--- config.mk ---
export PLATFORM = sky130hd
export DESIGN_NAME = cpu_ctrl_fsm_flat
export DESIGN_NICKNAME = d
export VERILOG_FILES = /design/src/rtl/cpu_ctrl_fsm_if.sv /design/src/rtl/cpu_ctrl_fsm.sv /design/src/flat_wrapper.sv
export SDC_FILE = /design/constraint.sdc
export NUM_CORES = 1
export LEC_CHECK = 0
export ABC_AREA = 1
export CORE_ASPECT_RATIO = 0.6
export CORE_UTILIZATION = 53
export CTS_BUF_LIST = sky130_fd_sc_hd__clkbuf_2
export DETAILED_ROUTE_END_ITERATION = 7
export PLACE_DENSITY = 0.86
export SLEW_MARGIN = 20
export SYNTH_ARGS = -nofsm -noshare
export SYNTH_HDL_FRONTEND = slang
export SYNTH_SLANG_ARGS = --single-unit
--- constraint.sdc ---
create_clock -name clk_i -period 3.8 [get_ports clk_i]
set_clock_uncertainty 0.15 [all_clocks]
set_input_delay 0.38 -clock clk_i [delete_from_list [all_inputs] [get_ports clk_i]]
set_output_delay 0.38 -clock clk_i [all_outputs]
set_load 0.05 [all_outputs]
--- src/rtl/cpu_ctrl_fsm_if.sv ---
// Bus bundle between the cpu_ctrl_fsm sequencer (master) and its fetch, ALU and data-memory partners (slave).
// Handshake: imem_req_o/dmem_req_o stay high with stable address/controls until their ack is high at a
// rising edge, which completes the transfer; alu_start_o is a one-cycle pulse and alu_done_i completes
// the operation at any edge from the start cycle onward.
interface cpu_ctrl_fsm_if #(
    parameter int DATAWIDTH = 32
);
    logic                 imem_req_o;
    logic [DATAWIDTH-1:0] imem_addr_o;
    logic                 imem_ack_i;
    logic [31:0]          imem_data_i;
    logic                 alu_start_o;
    logic                 alu_done_i;
    logic                 dmem_req_o;
    logic                 dmem_we_o;
    logic                 dmem_ack_i;
    logic                 rf_we_o;
    logic                 wb_sel_o;
    logic                 branch_taken_i;

    modport master (
        output imem_req_o, imem_addr_o, alu_start_o, dmem_req_o, dmem_we_o, rf_we_o, wb_sel_o,
        input  imem_ack_i, imem_data_i, alu_done_i, dmem_ack_i, branch_taken_i
    );

    modport slave (
        input  imem_req_o, imem_addr_o, alu_start_o, dmem_req_o, dmem_we_o, rf_we_o, wb_sel_o,
        output imem_ack_i, imem_data_i, alu_done_i, dmem_ack_i, branch_taken_i
    );
endinterface

--- src/rtl/cpu_ctrl_fsm.sv ---
// Multi-cycle CPU control sequencer: FETCH/DECODE/EXEC/MEM/WB with a sticky TRAP on illegal opcodes.
// Optional performance counters (cycles, retired instructions) are enabled by CPU_CTRL_PERF_CNT_EN.
module cpu_ctrl_fsm #(
    parameter int                   DATAWIDTH = 32,
    parameter logic [DATAWIDTH-1:0] PC_RESET  = '0
) (
    input  logic                 clk_i,
    input  logic                 rst_i,
    cpu_ctrl_fsm_if.master       bus,
    output logic [31:0]          instr_o,
    output logic [DATAWIDTH-1:0] pc_o,
    output logic [2:0]           state_o,
    output logic                 retired_o,
    output logic                 trap_o
`ifdef CPU_CTRL_PERF_CNT_EN
    ,
    output logic [DATAWIDTH-1:0] cyc_cnt_o,
    output logic [DATAWIDTH-1:0] ret_cnt_o
`endif
);
    localparam logic [3:0] ADD_OP  = 4'd0;
    localparam logic [3:0] SUB_OP  = 4'd1;
    localparam logic [3:0] MUL_OP  = 4'd2;
    localparam logic [3:0] DIV_OP  = 4'd3;
    localparam logic [3:0] AND_OP  = 4'd4;
    localparam logic [3:0] OR_OP   = 4'd5;
    localparam logic [3:0] XOR_OP  = 4'd6;
    localparam logic [3:0] ADDI_OP = 4'd7;
    localparam logic [3:0] LW_OP   = 4'd8;
    localparam logic [3:0] SW_OP   = 4'd9;
    localparam logic [3:0] BEQ_OP  = 4'd10;
    localparam logic [3:0] BGT_OP  = 4'd11;
    localparam logic [3:0] BGE_OP  = 4'd12;

    localparam logic [DATAWIDTH-1:0] ONE = {{(DATAWIDTH-1){1'b0}}, 1'b1};

    typedef enum logic [2:0] {
        S_FETCH  = 3'd0,
        S_DECODE = 3'd1,
        S_EXEC   = 3'd2,
        S_MEM    = 3'd3,
        S_WB     = 3'd4,
        S_TRAP   = 3'd5
    } state_t;

    state_t               state_q, state_d;
    logic                 run_q;
    logic                 exec_first_q;
    logic [DATAWIDTH-1:0] pc_q, pc_d;
    logic [31:0]          instr_q, instr_d;
    logic [3:0]           opcode;
    logic                 op_legal, op_branch, op_lw, op_sw;
    logic [DATAWIDTH-1:0] pc_inc, br_offset;
    logic                 imem_req, alu_start, dmem_req, dmem_we, rf_we, wb_sel, retired, trap;

    assign opcode = instr_q[3:0];
    assign op_lw  = (opcode == LW_OP);
    assign op_sw  = (opcode == SW_OP);

    always_comb begin
        op_legal  = 1'b0;
        op_branch = 1'b0;
        case (opcode)
            ADD_OP, SUB_OP, MUL_OP, DIV_OP, AND_OP, OR_OP, XOR_OP, ADDI_OP, LW_OP, SW_OP: op_legal = 1'b1;
            BEQ_OP, BGT_OP, BGE_OP: begin
                op_legal  = 1'b1;
                op_branch = 1'b1;
            end
            default: op_legal = 1'b0;
        endcase
    end

    // Not-taken branches simply fall through to pc+1; the add wraps naturally.
    assign pc_inc    = pc_q + ONE;
    assign br_offset = bus.branch_taken_i ? {{(DATAWIDTH-13){instr_q[31]}}, instr_q[31:19]} : '0;

    always_ff @(posedge clk_i) begin
        if (rst_i) begin
            state_q      <= S_FETCH;
            run_q        <= 1'b0;
            exec_first_q <= 1'b0;
            pc_q         <= PC_RESET;
            instr_q      <= '0;
        end else begin
            state_q      <= state_d;
            run_q        <= 1'b1;
            exec_first_q <= (state_q == S_DECODE);
            pc_q         <= pc_d;
            instr_q      <= instr_d;
        end
    end

    always_comb begin
        state_d   = state_q;
        pc_d      = pc_q;
        instr_d   = instr_q;
        imem_req  = 1'b0;
        alu_start = 1'b0;
        dmem_req  = 1'b0;
        dmem_we   = 1'b0;
        rf_we     = 1'b0;
        wb_sel    = 1'b0;
        retired   = 1'b0;
        trap      = 1'b0;
        case (state_q)
            // Fetch waits one cycle after reset release before requesting.
            S_FETCH: begin
                if (run_q) begin
                    imem_req = 1'b1;
                    if (bus.imem_ack_i) begin
                        instr_d = bus.imem_data_i;
                        state_d = S_DECODE;
                    end
                end
            end
            S_DECODE: state_d = op_legal ? S_EXEC : S_TRAP;
            S_EXEC: begin
                if (op_branch) begin
                    retired = 1'b1;
                    pc_d    = pc_inc + br_offset;
                    state_d = S_FETCH;
                end else begin
                    alu_start = exec_first_q;
                    if (bus.alu_done_i) begin
                        state_d = (op_lw || op_sw) ? S_MEM : S_WB;
                    end
                end
            end
            S_MEM: begin
                dmem_req = 1'b1;
                dmem_we  = op_sw;
                if (bus.dmem_ack_i) begin
                    if (op_sw) begin
                        retired = 1'b1;
                        pc_d    = pc_inc;
                        state_d = S_FETCH;
                    end else begin
                        state_d = S_WB;
                    end
                end
            end
            S_WB: begin
                rf_we   = 1'b1;
                wb_sel  = op_lw;
                retired = 1'b1;
                pc_d    = pc_inc;
                state_d = S_FETCH;
            end
            S_TRAP:  trap = 1'b1;
            default: state_d = S_TRAP;
        endcase
    end

    // Reset squashes every enable in the reset cycle itself, so an abandoned instruction never commits.
    assign bus.imem_req_o  = imem_req & ~rst_i;
    assign bus.imem_addr_o = pc_q;
    assign bus.alu_start_o = alu_start & ~rst_i;
    assign bus.dmem_req_o  = dmem_req & ~rst_i;
    assign bus.dmem_we_o   = dmem_we & ~rst_i;
    assign bus.rf_we_o     = rf_we & ~rst_i;
    assign bus.wb_sel_o    = wb_sel & ~rst_i;
    assign retired_o       = retired & ~rst_i;
    assign trap_o          = trap & ~rst_i;
    assign instr_o         = instr_q;
    assign pc_o            = pc_q;
    assign state_o         = state_q;

`ifdef CPU_CTRL_PERF_CNT_EN
    logic [DATAWIDTH-1:0] cyc_cnt_q, ret_cnt_q;

    // Both counters freeze once trapped so a post-mortem read shows the state at the fault.
    always_ff @(posedge clk_i) begin
        if (rst_i) begin
            cyc_cnt_q <= '0;
            ret_cnt_q <= '0;
        end else if (state_q != S_TRAP) begin
            cyc_cnt_q <= cyc_cnt_q + ONE;
            if (retired) begin
                ret_cnt_q <= ret_cnt_q + ONE;
            end
        end
    end

    assign cyc_cnt_o = cyc_cnt_q;
    assign ret_cnt_o = ret_cnt_q;
`else
    // Counter-free build: no extra state or ports.
`endif
endmodule

--- src/flat_wrapper.sv ---
// flat-port wrapper written by rule: the top's interface ports become plain ports
module cpu_ctrl_fsm_flat 
#(
    parameter int                   DATAWIDTH = 32,
    parameter logic [DATAWIDTH-1:0] PC_RESET  = '0
)
  (clk_i, rst_i, instr_o, pc_o, state_o, retired_o, trap_o, bus_imem_req_o, bus_imem_addr_o, bus_alu_start_o, bus_dmem_req_o, bus_dmem_we_o, bus_rf_we_o, bus_wb_sel_o, bus_imem_ack_i, bus_imem_data_i, bus_alu_done_i, bus_dmem_ack_i, bus_branch_taken_i);
  cpu_ctrl_fsm_if #(.DATAWIDTH(DATAWIDTH)) bus_i ();
  input  logic clk_i;
  input  logic rst_i;
  output logic [31:0] instr_o;
  output logic [DATAWIDTH-1:0] pc_o;
  output logic [2:0] state_o;
  output logic retired_o;
  output logic trap_o;
  output wire logic [$bits(bus_i.imem_req_o)-1:0] bus_imem_req_o;
  output wire logic [$bits(bus_i.imem_addr_o)-1:0] bus_imem_addr_o;
  output wire logic [$bits(bus_i.alu_start_o)-1:0] bus_alu_start_o;
  output wire logic [$bits(bus_i.dmem_req_o)-1:0] bus_dmem_req_o;
  output wire logic [$bits(bus_i.dmem_we_o)-1:0] bus_dmem_we_o;
  output wire logic [$bits(bus_i.rf_we_o)-1:0] bus_rf_we_o;
  output wire logic [$bits(bus_i.wb_sel_o)-1:0] bus_wb_sel_o;
  input wire logic [$bits(bus_i.imem_ack_i)-1:0] bus_imem_ack_i;
  input wire logic [$bits(bus_i.imem_data_i)-1:0] bus_imem_data_i;
  input wire logic [$bits(bus_i.alu_done_i)-1:0] bus_alu_done_i;
  input wire logic [$bits(bus_i.dmem_ack_i)-1:0] bus_dmem_ack_i;
  input wire logic [$bits(bus_i.branch_taken_i)-1:0] bus_branch_taken_i;
  assign bus_imem_req_o = bus_i.imem_req_o;
  assign bus_imem_addr_o = bus_i.imem_addr_o;
  assign bus_alu_start_o = bus_i.alu_start_o;
  assign bus_dmem_req_o = bus_i.dmem_req_o;
  assign bus_dmem_we_o = bus_i.dmem_we_o;
  assign bus_rf_we_o = bus_i.rf_we_o;
  assign bus_wb_sel_o = bus_i.wb_sel_o;
  assign bus_i.imem_ack_i = bus_imem_ack_i;
  assign bus_i.imem_data_i = bus_imem_data_i;
  assign bus_i.alu_done_i = bus_alu_done_i;
  assign bus_i.dmem_ack_i = bus_dmem_ack_i;
  assign bus_i.branch_taken_i = bus_branch_taken_i;
  cpu_ctrl_fsm #(.DATAWIDTH(DATAWIDTH), .PC_RESET(PC_RESET)) u_core (.clk_i(clk_i), .rst_i(rst_i), .bus(bus_i), .instr_o(instr_o), .pc_o(pc_o), .state_o(state_o), .retired_o(retired_o), .trap_o(trap_o));
endmodule
==> results of run 1 <==
[path summary, 6_finish.rpt]
kind | end | slack (ps) | from | depth (start not counted)
setup / recovery | u_core.bus.imem_addr_o[23] | 170 | u_core.bus.imem_addr_o[0] | 18
setup reg to reg | u_core.bus.imem_addr_o[23] | 170 | u_core.bus.imem_addr_o[0] | 18
hold / removal | u_core.instr_o[11] | 270 | bus_imem_data_i[11] | 3
hold reg to reg | u_core.instr_o[17] | 310 | u_core.instr_o[17] | 2
[synthesized netlist by cell type, drive strengths merged, types with 8 or more instances]
| cell type | count |
|---|---|
| inv | 180 |
| o21ai | 80 |
| nor2 | 97 |
| or2 | 9 |
| a31oi | 10 |
| nand4 | 8 |
| a21oi | 102 |
| clkbuf | 16 |
| nor3 | 15 |
| xor2 | 25 |
| nand3 | 64 |
| nand2 | 296 |
| ha | 32 |
| buf | 43 |
| dfxtp | 69 |
[cell type report]
| cell class | instances | area [µm²] |
|---|---|---|
| inverters | 180 | 675.6 |
| well taps | 160 | 200.2 |
| clock buffers | 10 | 50.05 |
| flip-flops and latches | 69 | 1384 |
| multi-input cells | 768 | 3961 |
| repair buffers | 157 | 1569 |
| fillers | 1100 | 3616 |
| clock inverters | 6 | 30.03 |
[stage by stage]
step | utilization (%) | hold slack (ps)
2_1_floorplan | - | 423.4
3_3_place_gp | 67.67 | 279.9
3_5_place_dp | 67.67 | 286.3
4_1_cts | 68.37 | 250.3
5_1_grt | 68.52 | 274.8
6_report | 68.52 | 272.0
[power breakdown]
group / leakage, nW / internal, mW / switching [mW]
combinational: 3.11 / 0.965 / 2.26
clock: 0.0582 / 0.0816 / 0.281
sequential: 0.566 / 0.901 / 0.262
total: 3.74 / 1.95 / 2.80
[registers in the layout, summed over array words and instances (netlist names)]
name,cells
u_core.instr_o,32
u_core.state_o,3
u_core.bus.imem_addr_o,32
u_core.exec_first_q,1
u_core.run_q,1
[critical path, stage by stage (launching register included)]
cell and delay, ps:
dfxtp_2 430, ha_1 250, nand2_1 120, inv_1 100
nand2_1 90, nor2_2 170, inv_2 90, nor2_4 140
xor2_2 260, ha_1 370, nand2_1 230, inv_1 60
nand2_1 60, nand3_1 100, a21oi_1 180, a21oi_1 110
o21ai_0 160, nand3_1 280, a21oi_1 240
[routing by layer]
metal	vias up	wire, µm	track usage [%]
li1	3599	-	-
met1	3287	10690	57.03
met2	505	8189	48.76
met3	14	3535	13.69
met4	0	115	4.642
met5	-	0	0
[kinds of logic after synthesis]
family / Yosys count / share of synthesized area (%)
and+or+nand+nor: 498 / 33.70
buffers and inverters: 239 / 16.31
DFF: 69 / 21.72
adders and majority gates: 33 / 6.610
xor gates and xnor gates: 29 / 4.112
AOI/OAI and AO/OA: 208 / 17.55
[timing repair]
| action | 4_1_cts | 5_1_grt |
|---|---|---|
| setup endpoints to repair | 0 | 11 |
| resized for setup | 0 | 4 |
| setup buffers | 0 | 0 |
==> flow_summary.toml, run 1 <==
[run_status]
outcome = "finished clean"

[placement]
dp_hpwl_mm = 17.98
dp.cells = 1334
gp_congestion = 1.068
port_buffers = 144
placed_area_mm2 = 0.007772
dpl_worst_slack_ps = 243.3

[worst_setup_path]
crit_required_ps = 4130
critPathKind = "reg -> reg"
cp_max_fo = 6
crit_path_end_kind = "flop"
cp-start-kind = "flop"
arrival_ps = 3960

[power]
ir_worst_vdd_v = 0.0004985
p_total_mw = 4.750
leakagePower_nw = 3.737
powerDensity_mw_per_mm2 = 603.5

[die]
start_util_pct = 55.37
ios = 145
core_mm2 = 0.01149
chipWidth_um = 143.4
dieHeight_um = 86.85
dieArea_mm2 = 0.01246
fp-row-count = 30

[final_layout]
layout_commonest_cell = "nand2_1"
design_area_mm2 = 0.007870
syn_to_final_growth_pct = 23.75
final_cell_mix = "289 x nand2_1, 172 x inv_1, 141 x clkdlybuf4s50_1, 96 x a21oi_1, 88 x nor2_1"
stdcell_count = 1350
drive_above_1_share_pct = 6.639
final_nets = 1256
antenna_cells = 0

[detailed_routing]
route.vias.total = 7405
vias_per_cell = 5.485
drt_iter0_drc = 940
first_pass_iters = 5
postRouteAntennaNets = 0
wl_per_cell_um = 16.69
drc_errors = 0
drt-total-wl_mm = 22.53

[worst_hold_path]
hp-class = "in -> reg"

[timing]
hold_violations = 0
tightestPinTransition_ps = 713.5
setup_ws_ps = 171.7
fmaxAchievable_mhz = 275.6
slew_headroom_pct = 52.37
tns_ps = 0
finalSetupViolCount = 0
report.final.slew_viol_count = 0
fin_crit_sh_pct = 95.48
final.min_clock_period_ps = 3628

[yosys]
ys_ff_latch = 69
yosys-top-cells-area = "dfxtp_1 22%, nand2_1 17%, inv_1 10%"
ys_seq_area_share_pct = 21.72
synthCells = 1076
synth_edf_count = 0
async_flop_share_pct = 0
synth_top_area_cell = "dfxtp_1"
synth_area_mm2 = 0.006360
synthFlopType = "dfxtp_1"
yosys_warnings = 0
synth_top_cell_area_share_pct = 21.72
syn-num-nets = 1147
synth_area_per_cell_um2 = 5.911
synth_cell_types = 39

[cts]
path_clk_slew_ps = 220
worstSkewPairLatency_ps = 540
root_buffer = "clkbuf_2"
cts_max_level = 3
cts_hold_buf = 0
cts_buffers = 9
cts_tree = "yes"
numClockSinks = 69
cts_buffer_depth = 2

[global_route]
grt_pass1_vias = 6473
antenna_found_initial = 0
overflow = 0
grt_pass1_wl_mm = 34.79
grt_max_degree = 65
grtUsageTotal_pct = 37.13

[flow_run]
drv_cap = 0
No activity file was read; power rests on OpenSTA's default activity.
==> inputs of run 2 (changes only) <==
Settings changed: CORE_MARGIN set to 2, REMOVE_ABC_BUFFERS set to 1.
==> run 2 against run 1 <==
Effect of this change: design area grew 0.68%; via count is essentially flat; register-to-register slack got worse by 80 ps; worst setup slack worse by 84 ps; sequential cell count unchanged; core utilization increased by 0.47 points; clock power up 30%; largest cell class unchanged.
==> flow_summary.toml, run 2 (synthesized netlist as in run 1, its figures left out) <==
[placement]
dp.cells = 1337
dpl_worst_slack_ps = 306.1
gp_congestion = 1.031
dp_hpwl_mm = 18.07
port_buffers = 144
placed_area_mm2 = 0.007795

[cts]
cts_max_level = 3
cts_setup_buffers = 0
path_clk_slew_ps = 240
cts_hold_buf = 0
cts_tree = "yes"
cts_buffers = 9
worstSkewPairLatency_ps = 540
root_buffer = "clkbuf_2"
numClockSinks = 69
cts_buffer_depth = 2
ctsResizeCount = 0

[final_layout]
syn_to_final_growth_pct = 24.59
design_area_mm2 = 0.007924
fin_util_pct = 68.99
final_nets = 1259
final_cell_mix = "289 x nand2_1, 172 x inv_1, 141 x clkdlybuf4s50_1, 95 x a21oi_1, 88 x nor2_1"
layout_commonest_cell = "nand2_1"
drive_above_1_share_pct = 7.041
stdcell_count = 1354

[die]
chipWidth_um = 145.4
dieArea_mm2 = 0.01292
dieHeight_um = 88.85
core_mm2 = 0.01149
fp-row-count = 30
ios = 145
start_util_pct = 55.37

[power]
leakagePower_nw = 3.757
p_total_mw = 4.786
powerDensity_mw_per_mm2 = 604.0
p_int_mw = 2.014
power_frac_seq_pct = 24.3
swShare_pct = 57.93
power.switching_mw = 2.772
ir_worst_vdd_v = 0.0005086
combPwrFrac_pct = 65.9
clkPwrFrac_pct = 9.8

[worst_hold_path]
hp-class = "in -> reg"
holdPathStages = 3

[timing]
fmaxAchievable_mhz = 269.3
final.min_clock_period_ps = 3713
whs_ps = 278.1
hold_violations = 0
fin_crit_sh_pct = 97.71
setup_ws_ps = 87.19
report.final.slew_viol_count = 0
slew_headroom_pct = 52.74
rsz0062_at_grt = "false"
tightestPinTransition_ps = 707.9
tns_ps = 0
finalSetupViolCount = 0

[detailed_routing]
postRouteAntennaNets = 0
route.vias.total = 7404
wl_per_cell_um = 16.71
drt_iter0_drc = 942
drt-total-wl_mm = 22.63
vias_per_cell = 5.468
first_pass_iters = 6
drc_errors = 0

[worst_setup_path]
cp_max_fo = 6
crit_path_end_kind = "flop"
cp-start-kind = "flop"
ff2ff_path_depth = 15
arrival_ps = 4050
critPathKind = "reg -> reg"
crit_required_ps = 4140

[global_route]
grt_pass1_wl_mm = 35.15
grtUsageTotal_pct = 34.87
antenna_found_initial = 1
grt_max_degree = 47
overflow = 0
grt_pass1_vias = 6498

[run_status]
outcome = "finished clean"

[flow_run]
drv_cap = 0
## run 2: changes by cell type in the layout (fill, tap and decap cells not counted), sizes merged
cell | before | now
buf | 16 | 19
clkbuf | 10 | 9
clkinv | 6 | 2
clkinvlp | 0 | 3
inv | 180 | 181
diode | 0 | 1
bufinv | 0 | 1
## run 2: final timing paths
kind | start | endpoint | slack [ps]
worst min-delay path | bus_imem_data_i[25] | u_core.instr_o[25] | 280
worst max-delay path | u_core.bus.imem_addr_o[12] | u_core.bus.imem_addr_o[28] | 90
worst min register to register | u_core.instr_o[11] | u_core.instr_o[11] | 310
worst max register to register | u_core.bus.imem_addr_o[12] | u_core.bus.imem_addr_o[28] | 90
## run 2: power by group through the flow
stage | Sequential, mW | Combinational [mW] | Clock (mW)
final | 1.16 | 3.16 | 0.469
after detailed placement | 1.16 | 3.07 | 0
after CTS | 1.14 | 3.09 | 0.469
after global routing | 1.18 | 3.33 | 0.499
after global placement | 1.16 | 3.06 | 0
after floorplan | 2.02 | 1.09 | 0
## run 2: worst max-delay path: stages, from the launching register on
cell,delay (ps)
dfxtp_1,540
nand2_1,130
nor2_1,230
nand2_1,140
nor2_2,210
xor2_1,420
ha_1,420
a21oi_1,280
o21ai_0,180
a21oi_1,270
nor2_1,80
nor2_1,160
nand2_1,70
nand2_1,60
nand3_1,140
a21oi_1,200
## run 2: area by class of cell
class | instances | area, µm²
Sequential cell | 69 | 1385
Fill cell | 1034 | 3562
Clock buffer | 9 | 45.04
Clock inverter | 7 | 73.82
Antenna cell | 1 | 2.502
Multi-Input combinational cell | 768 | 3950
Tap cell | 160 | 200.2
Timing Repair Buffer | 160 | 1592
Inverter | 180 | 675.6
## run 2: per-layer routing
layer | vias up | routed length (µm) | track usage [%] | share of wire [%]
met1 | 3329 | 10560 | 52.79 | 47
met2 | 458 | 8315 | 47.01 | 37
met4 | 0 | 189 | 4.545 | 0.84
li1 | 3601 | - | - | -
met3 | 16 | 3562 | 13.14 | 16
met5 | - | 0 | 0 | 0
